[config.mk]
export PLATFORM = sky130hd
export DESIGN_NAME = fp_add_control
export DESIGN_NICKNAME = d
export VERILOG_FILES = /design/src/rtl/fp_add_control.sv
export SDC_FILE = /design/constraint.sdc
export NUM_CORES = 1
export LEC_CHECK = 0
export CORE_MARGIN = 5
export CORE_UTILIZATION = 33
export CTS_CLUSTER_DIAMETER = 40
export CTS_CLUSTER_SIZE = 8
export DETAILED_ROUTE_END_ITERATION = 16
export PLACE_DENSITY = 0.85
export SYNTH_ARGS = -nofsm -noshare
export SYNTH_HDL_FRONTEND = slang
export SYNTH_SLANG_ARGS = --single-unit
[constraint.sdc]
create_clock -name Clock -period 3.9 [get_ports Clock]
set_input_delay 0.78 -clock Clock [delete_from_list [all_inputs] [get_ports Clock]]
set_output_delay 0.78 -clock Clock [all_outputs]
set_load 0.02 [all_outputs]
[src/rtl/fp_add_control.sv]
`timescale 1ns/1ps
`default_nettype none
// ============================================================================
//  Module   : fp_add_control
//  Purpose  : Sequencing FSM for the floating-point adder datapath. Drives
//             stage-0 mux selects, the pre-add shift amount and the pipeline
//             enables, then walks the sum through normalize/round with at most
//             one re-normalization pass. Classifies special operands and
//             produces registered Zero/Inf/Nan flags plus Done/Busy.
//  Revision : 1.0 - initial release
// ============================================================================
module fp_add_control #(
  parameter int EXPW     = 8,
  parameter int FRACW    = 23,
  parameter int MAXSHIFT = 26
) (
  input  logic            Clock,
  input  logic            Reset_n,
  input  logic            Go,
  input  logic            SignA,
  input  logic            SignB,
  input  logic [EXPW-1:0] ExpA,
  input  logic [EXPW-1:0] ExpB,
  input  logic            FracANz,
  input  logic            FracBNz,
  input  logic            ExpSet,
  input  logic [EXPW-1:0] ExpDiff,
  input  logic            SumCarry,
  input  logic            SumZero,
  input  logic            RoundOvf,
  input  logic            ExpOvf,
  output logic            SelExpMux,
  output logic            SelSRMuxL,
  output logic            SelSRMuxG,
  output logic [5:0]      ShiftRightAmount,
  output logic            Pipe0En,
  output logic            Pipe1En,
  output logic            NormEn,
  output logic            SelManMuxR,
  output logic            SelExpMuxR,
  output logic            SREn,
  output logic            Busy,
  output logic            Done,
  output logic            Zero,
  output logic            Inf,
  output logic            Nan
);

  // Any shift past FRACW+3 already pushes the hidden bit into sticky, so the
  // saturation value never needs to exceed that.
  localparam int            c_SAT   = (MAXSHIFT < FRACW + 3) ? MAXSHIFT : FRACW + 3;
  localparam logic [EXPW-1:0] c_SAT_E = EXPW'(c_SAT);

  typedef enum logic [2:0] {
    S_IDLE  = 3'd0,
    S_ADD   = 3'd1,
    S_NORM  = 3'd2,
    S_ROUND = 3'd3,
    S_DONE  = 3'd4
  } state_t;

  state_t r_state, w_state_nxt;
  logic   r_renorm, w_renorm_nxt;
  logic   r_zero, r_inf, r_nan;
  logic   w_zero_nxt, w_inf_nxt, w_nan_nxt;

  // Operand classification (denormals are treated as zero)
  logic w_a_max, w_b_max, w_a_nan, w_b_nan, w_a_inf, w_b_inf, w_a_zero, w_b_zero;
  logic w_cls_nan, w_cls_inf, w_cls_zero, w_special;
  logic [5:0] w_shamt;

  assign w_a_max    = &ExpA;
  assign w_b_max    = &ExpB;
  assign w_a_nan    = w_a_max & FracANz;
  assign w_b_nan    = w_b_max & FracBNz;
  assign w_a_inf    = w_a_max & ~FracANz;
  assign w_b_inf    = w_b_max & ~FracBNz;
  assign w_a_zero   = (ExpA == '0);
  assign w_b_zero   = (ExpB == '0);
  assign w_cls_nan  = w_a_nan | w_b_nan | (w_a_inf & w_b_inf & (SignA ^ SignB));
  assign w_cls_inf  = ~w_cls_nan & (w_a_inf | w_b_inf);
  assign w_cls_zero = ~w_cls_nan & ~w_cls_inf & w_a_zero & w_b_zero;
  assign w_special  = w_cls_nan | w_cls_inf | w_cls_zero;
  assign w_shamt    = (ExpDiff > c_SAT_E) ? 6'(c_SAT) : 6'(ExpDiff);

  assign Busy = (r_state != S_IDLE);
  assign Done = (r_state == S_DONE);
  assign Zero = r_zero;
  assign Inf  = r_inf;
  assign Nan  = r_nan;

  // State, renorm flag and result flags
  always_ff @(posedge Clock or negedge Reset_n) begin
    if (!Reset_n) begin
      r_state  <= S_IDLE;
      r_renorm <= 1'b0;
      r_zero   <= 1'b0;
      r_inf    <= 1'b0;
      r_nan    <= 1'b0;
    end else begin
      r_state  <= w_state_nxt;
      r_renorm <= w_renorm_nxt;
      r_zero   <= w_zero_nxt;
      r_inf    <= w_inf_nxt;
      r_nan    <= w_nan_nxt;
    end
  end

  // Next-state, datapath controls and flag updates
  always_comb begin
    w_state_nxt      = r_state;
    w_renorm_nxt     = r_renorm;
    w_zero_nxt       = r_zero;
    w_inf_nxt        = r_inf;
    w_nan_nxt        = r_nan;
    SelExpMux        = 1'b0;
    SelSRMuxL        = 1'b0;
    SelSRMuxG        = 1'b0;
    ShiftRightAmount = '0;
    Pipe0En          = 1'b0;
    Pipe1En          = 1'b0;
    NormEn           = 1'b0;
    SelManMuxR       = 1'b0;
    SelExpMuxR       = 1'b0;
    SREn             = 1'b0;
    case (r_state)
      S_IDLE: begin
        if (Go) begin
          Pipe0En          = 1'b1;
          SelExpMux        = ExpSet;
          SelSRMuxG        = ExpSet;
          SelSRMuxL        = ~ExpSet;
          ShiftRightAmount = w_shamt;
          w_renorm_nxt     = 1'b0;
          w_zero_nxt       = w_cls_zero;
          w_inf_nxt        = w_cls_inf;
          w_nan_nxt        = w_cls_nan;
          w_state_nxt      = w_special ? S_DONE : S_ADD;
        end
      end
      S_ADD: begin
        Pipe1En     = 1'b1;
        w_state_nxt = S_NORM;
      end
      S_NORM: begin
        NormEn = 1'b1;
        if (r_renorm) begin
          // Rounding carried out: mantissa is 2.x, always shift right by one
          SREn        = 1'b1;
          w_state_nxt = S_ROUND;
        end else begin
          SREn = SumCarry;
          if (SumZero) begin
            w_zero_nxt  = 1'b1;
            w_state_nxt = S_DONE;
          end else begin
            w_state_nxt = S_ROUND;
          end
        end
      end
      S_ROUND: begin
        if (ExpOvf) begin
          w_inf_nxt   = 1'b1;
          w_state_nxt = S_DONE;
        end else if (RoundOvf && !r_renorm) begin
          w_renorm_nxt = 1'b1;
          SelManMuxR   = 1'b1;
          SelExpMuxR   = 1'b1;
          Pipe1En      = 1'b1;
          w_state_nxt  = S_NORM;
        end else begin
          w_state_nxt = S_DONE;
        end
      end
      S_DONE: begin
        w_state_nxt = S_IDLE;
      end
      default: begin
        w_state_nxt = S_IDLE;
      end
    endcase
  end

endmodule
`default_nettype wire

; Yosys cells after proc, flatten, opt, wreduce, memory -nomap -nowiden
; Index checks and enable logic that the tools add are counted.
[totals]
reg_bits = 7
output_inout_bits = 20
[op_classes]
n_eq_ne = 10
n_reduce_logical = 14
order_cmp = 1
bitwise = 21
n_mux = 34
[op_table]
columns = cell, count
row1 = two-way mux 1 bit, 20
row2 = two-way mux 3 bit, 6
row3 = two-way mux 6 bit, 3
row4 = logical NOT 8 bit, 2
row5 = AND reduction 8 bit, 2
row6 = inequality test 2 bit (second input constant), 6
row7 = case mux 3 bit (4 select lines), 1
row8 = AND 1 bit, 10
row9 = greater-than comparator 8 x 5 -> 1 bit (second input constant), 1
row10 = case mux 1 bit (2 select lines), 4
row11 = AND reduction 4 bit, 2
row12 = equality test 3 x 2 -> 1 bit (second input constant), 2
row13 = NOT 1 bit, 5
row14 = OR 1 bit, 5
row15 = nonzero test 2 bit, 2
row16 = equality test 3 x 1 -> 1 bit (second input constant), 1
row17 = equality test 3 bit (second input constant), 1
row18 = logical NOT 3 bit, 1
row19 = AND reduction 3 bit, 1
row20 = nonzero test 3 bit, 1
row21 = AND reduction 2 bit, 1
row22 = logical AND 1 bit, 1
row23 = logical NOT 1 bit, 1
row24 = bitwise XOR 1 bit, 1

; Logic depth before layout (Yosys ltp)
[logic_depth]
depth_word = 15
ltp_mapped = 6
mapped_depth_nobuf = 5

; Worst setup path before layout
; OpenSTA, ideal clock, no wires.
[synth_path]
path_kind = in2out
startpoint = input port Go
endpoint = output port SelSRMuxG
path_stages = 5
path_slack_ns = 1.260
path_buffers = 2
arrival_ns = 1.860
path_cell_list = or4b_4 -> buf_6 -> clkinv_8 -> and2_1 -> buf_4
[synth_via]
elab_chain_cells = 2
[synth_rtl]
columns = element, line_no
row1 = start: declaration, 19  ; input logic Go,
row2 = two-way mux 1 bit (2 in series), -
row3 = end: declaration, 34  ; output logic SelSRMuxG,
; No other way between the ends.

; Worst setup path in the final report
[layout_path]
startpoint = input port Go
endpoint = output port ShiftRightAmount[2]
[layout_via]
elab_chain_cells = 2
[layout_rtl]
columns = element, line_no
row1 = two-way mux 6 bit, 128  ; if (Go) begin
row2 = two-way mux 6 bit, 126  ; case (r_state)
row3 = end: declaration, 35  ; output logic [5:0] ShiftRightAmount,
; No other way between the ends.

==> implementation parameters <==
Parameter                              Value

Timing
  Final slew viol count ... 0
  Final-report hold violation count ... 0
  Post-layout min period ... 3.485 ns
  Worst clock skew on the final layout ... 0.0008071 ns
  Peak clock frequency supported by timing ... 287.0 MHz
  Final total negative setup slack ... 0 ns
  Unrepaired setup endpoints after global routing ... no
  Final Cycle Share ... 89.35%
  Final setup violating endpoints ... 0

CTS
  CTS buffer count ... 3
  CTS resizes ... 0
  Post-cts hold buffer count ... 0
  Level count of the clock H-tree ... 1
  Total setup buffers inserted after CTS ... 0
  Maximum number of buffers from clock root to sink ... 2
  Buffer cell driving the clock tree root ... clkbuf_4
  Clock transition at path regs ... 0.06 ns
  TritonCTS clock tree ... built
  Count of clock tree sinks ... 7
  Clock latency of the later-clocked register in the worst-skew pair ... 0.26 ns

Worst setup path
  Endpoint of the worst register-to-register path ... Inf
  Worst setup slack for register-to-register paths ... 2.20 ns
  Classification of the worst setup path ... primary input to output port
  Reg2reg path depth ... 5
  Start point of the critical path ... Go
  CP required ... 3.12 ns
  Nature of the critical path startpoint ... primary input
  Crit path capture ... ShiftRightAmount[2]
  Worst reg2reg path startpoint ... r_state[0]
  Arrival time of data at the critical path endpoint ... 2.70 ns
  Max Fanout on Critical Path ... 7
  Category of the worst setup path capture point ... output port

Global route
  Via count of the first global-routing pass ... 835
  Overflow left after global routing ... 0
  Wire length of the first global-routing pass ... 3.436 mm
  Number of antenna violations at the first check in global routing ... 0
  GRT Resource Usage Total ... 16.91%
  Maximum number of pins on one net before global-route repair ... 12

Die
  Number of top-level pins ... 56
  Area of the die ... 0.002857 mm²
  Floorplan die width ... 53.46 µm
  Row cnt ... 15
  Vertical extent of the die ... 53.46 µm
  Initial standard-cell utilization of the core ... 35.32%
  Core Area ... 0.001764 mm²

Placed design
  Half-perimeter wire length of the detailed placement result ... 1.893 mm
  Weighted congestion reported at the end of routability-driven placement ... 0.7400
  Placed Cells incl. Taps ... 153
  Number of I/O port buffers ... 54

Worst hold path
  Class of the tightest hold or removal check ... register to register

Detailed routing
  Antenna viol nets, final ... 0
  Via count of the routed design ... 817
  Total wire length ... 2.146 mm
  Average via count per standard cell ... 5.204
  Pre-antenna DRT Iters ... 4
  Total DRC errors in the routed layout ... 0
  Violation count after the first detailed-routing iteration ... 21
  Final routed wire length divided by cell count ... 13.67 µm

Power
  Largest vdd supply drop ... 0.2710 mV
  Leak pwr ... 0.4814 nW
  Pwr dens ... 500.5 mW/mm²

Cells and area
  Number of antenna diodes ... 0
  Most common library cell in the layout ignoring fill and taps ... clkdlybuf4s50_1
  Area added between synthesis and finish ... 89.96%
  Post-route insts no fill ... 157
  Filler cell count ... 151
  Number of nets at the end of the flow ... 169
  Most frequent cells in the layout ... clkdlybuf4s50_1, nor2_1, dfrtp_1, nand2_1, nand4_1
  Ratio of cells with drive above 1 in the final layout ... 9.091%

Flow run
  Number of maximum-capacitance violations ... 0

Logic synthesis
  Post-Syn Nets ... 115
  Syn_area_per_cell ... 7.887 µm²
  Register bit total from synthesis ... 7
  Most area-hungry cell type in the Yosys netlist ... dfrtp_1
  Cell count after synthesis ... 79
  Distinct cell type count after synthesis ... 35
  Yosys top cell area share ... 28.11%
  Seq/Total Area, Yosys ... 28.11%
  Yosys warns ... 0
  Leading post-synthesis cells by cell area ... dfrtp_1, nor2_1, nand4_1
  Post-synthesis cell area ... 623.1 µm²

Outcome
  Outcome ... completed
==> Yosys cell counts, drive strengths merged <==
master and instances:
a31oi 2, o211a 1, a311oi 1, dfrtp 7
o221a 1, or2 2, o21a 1, nor3b 1
or4b 1, or3 3, nand2 5, nand3 1
buf 4, nor2 13, nand4 5, nand2b 3
nor3 1, clkinv 1, clkbuf 1, and3 1
o32a 1, o21ai 5, a22o 1, conb 1
a21oi 2, nor4 4, xor2 1, nor2b 2
inv 3, or3b 1, a2bb2oi 1, mux2 1
and2 1
==> kinds of logic after synthesis <==
logic type | count (synthesis) | share of synthesized area [%]
other cells | 1 | 0.6018
mux | 1 | 1.807
buf+inv | 9 | 10.44
simple gates | 44 | 38.35
xor+xnor | 1 | 1.406
compound gates | 16 | 19.28
flops | 7 | 28.11
==> sequential cells by signal, indices dropped and copies added, names as in the netlist <==
signal	cells
Nan	1
Zero	1
r_state	3
Inf	1
r_renorm	1
==> final cells by class <==
cell class | count | area [µm²] | share of cell area (%)
sequential | 7 | 175.2 | 14.80
multi-input combinational | 63 | 382.9 | 32.35
clock buffer | 4 | 26.28 | 2.220
tap | 25 | 31.28 | 2.643
timing repair buffer | 54 | 540.5 | 45.67
inverter | 4 | 27.53 | 2.326
==> how the worst min path moves through the flow <==
stage / to / slack, ns / cells past startpoint / startpoint
after CTS: r_renorm / 0.59 / 2 / r_renorm
after floorplan: Inf / 0.48 / 0 / Reset_n
final: r_renorm / 0.58 / 2 / r_renorm
after global routing: Zero / 0.62 / 1 / Zero
after detailed placement: r_renorm / 0.57 / 2 / r_renorm
after global placement: Zero / 0.56 / 1 / Zero
==> worst max-delay path, stage by stage <==
cell,delay [ns]
clkdlybuf4s50_1,0.47
or4b_4,0.55
nor2_1,0.15
and3_1,0.16
clkdlybuf4s50_1,0.59
==> stage by stage <==
step,hold slack [ns],setup WS [ns],cell area [µm²],power [mW],util [%]
after global placement,0.5598,0.4280,1157,0.5145,65.60
after floorplan,0.4844,1.260,623.1,0.3492,-
after global routing,0.6161,0.3148,1184,0.6309,67.09
after CTS,0.5877,0.4140,1184,0.5959,67.09
final,0.5824,0.4153,1184,0.5924,67.09
after detailed placement,0.5668,0.4146,1157,0.5253,65.60
==> per-layer routing <==
metal	GRT usage (%)	routed length [µm]	vias to the layer above
li1	-	-	395
met1	16.19	740	378
met2	33.67	1177	40
met3	3.099	187	4
met4	7.660	40	0
met5	0	0	-
==> where the power goes <==
group | switching (mW) | total (mW) | leakage, nW | internal [mW]
sequential | 0.0344 | 0.135 | 0.0904 | 0.101
clock | 0.0305 | 0.0698 | 0.0150 | 0.0393
combinational | 0.188 | 0.387 | 0.376 | 0.199
total | 0.253 | 0.592 | 0.481 | 0.340
(Power assumes the default switching activity.)
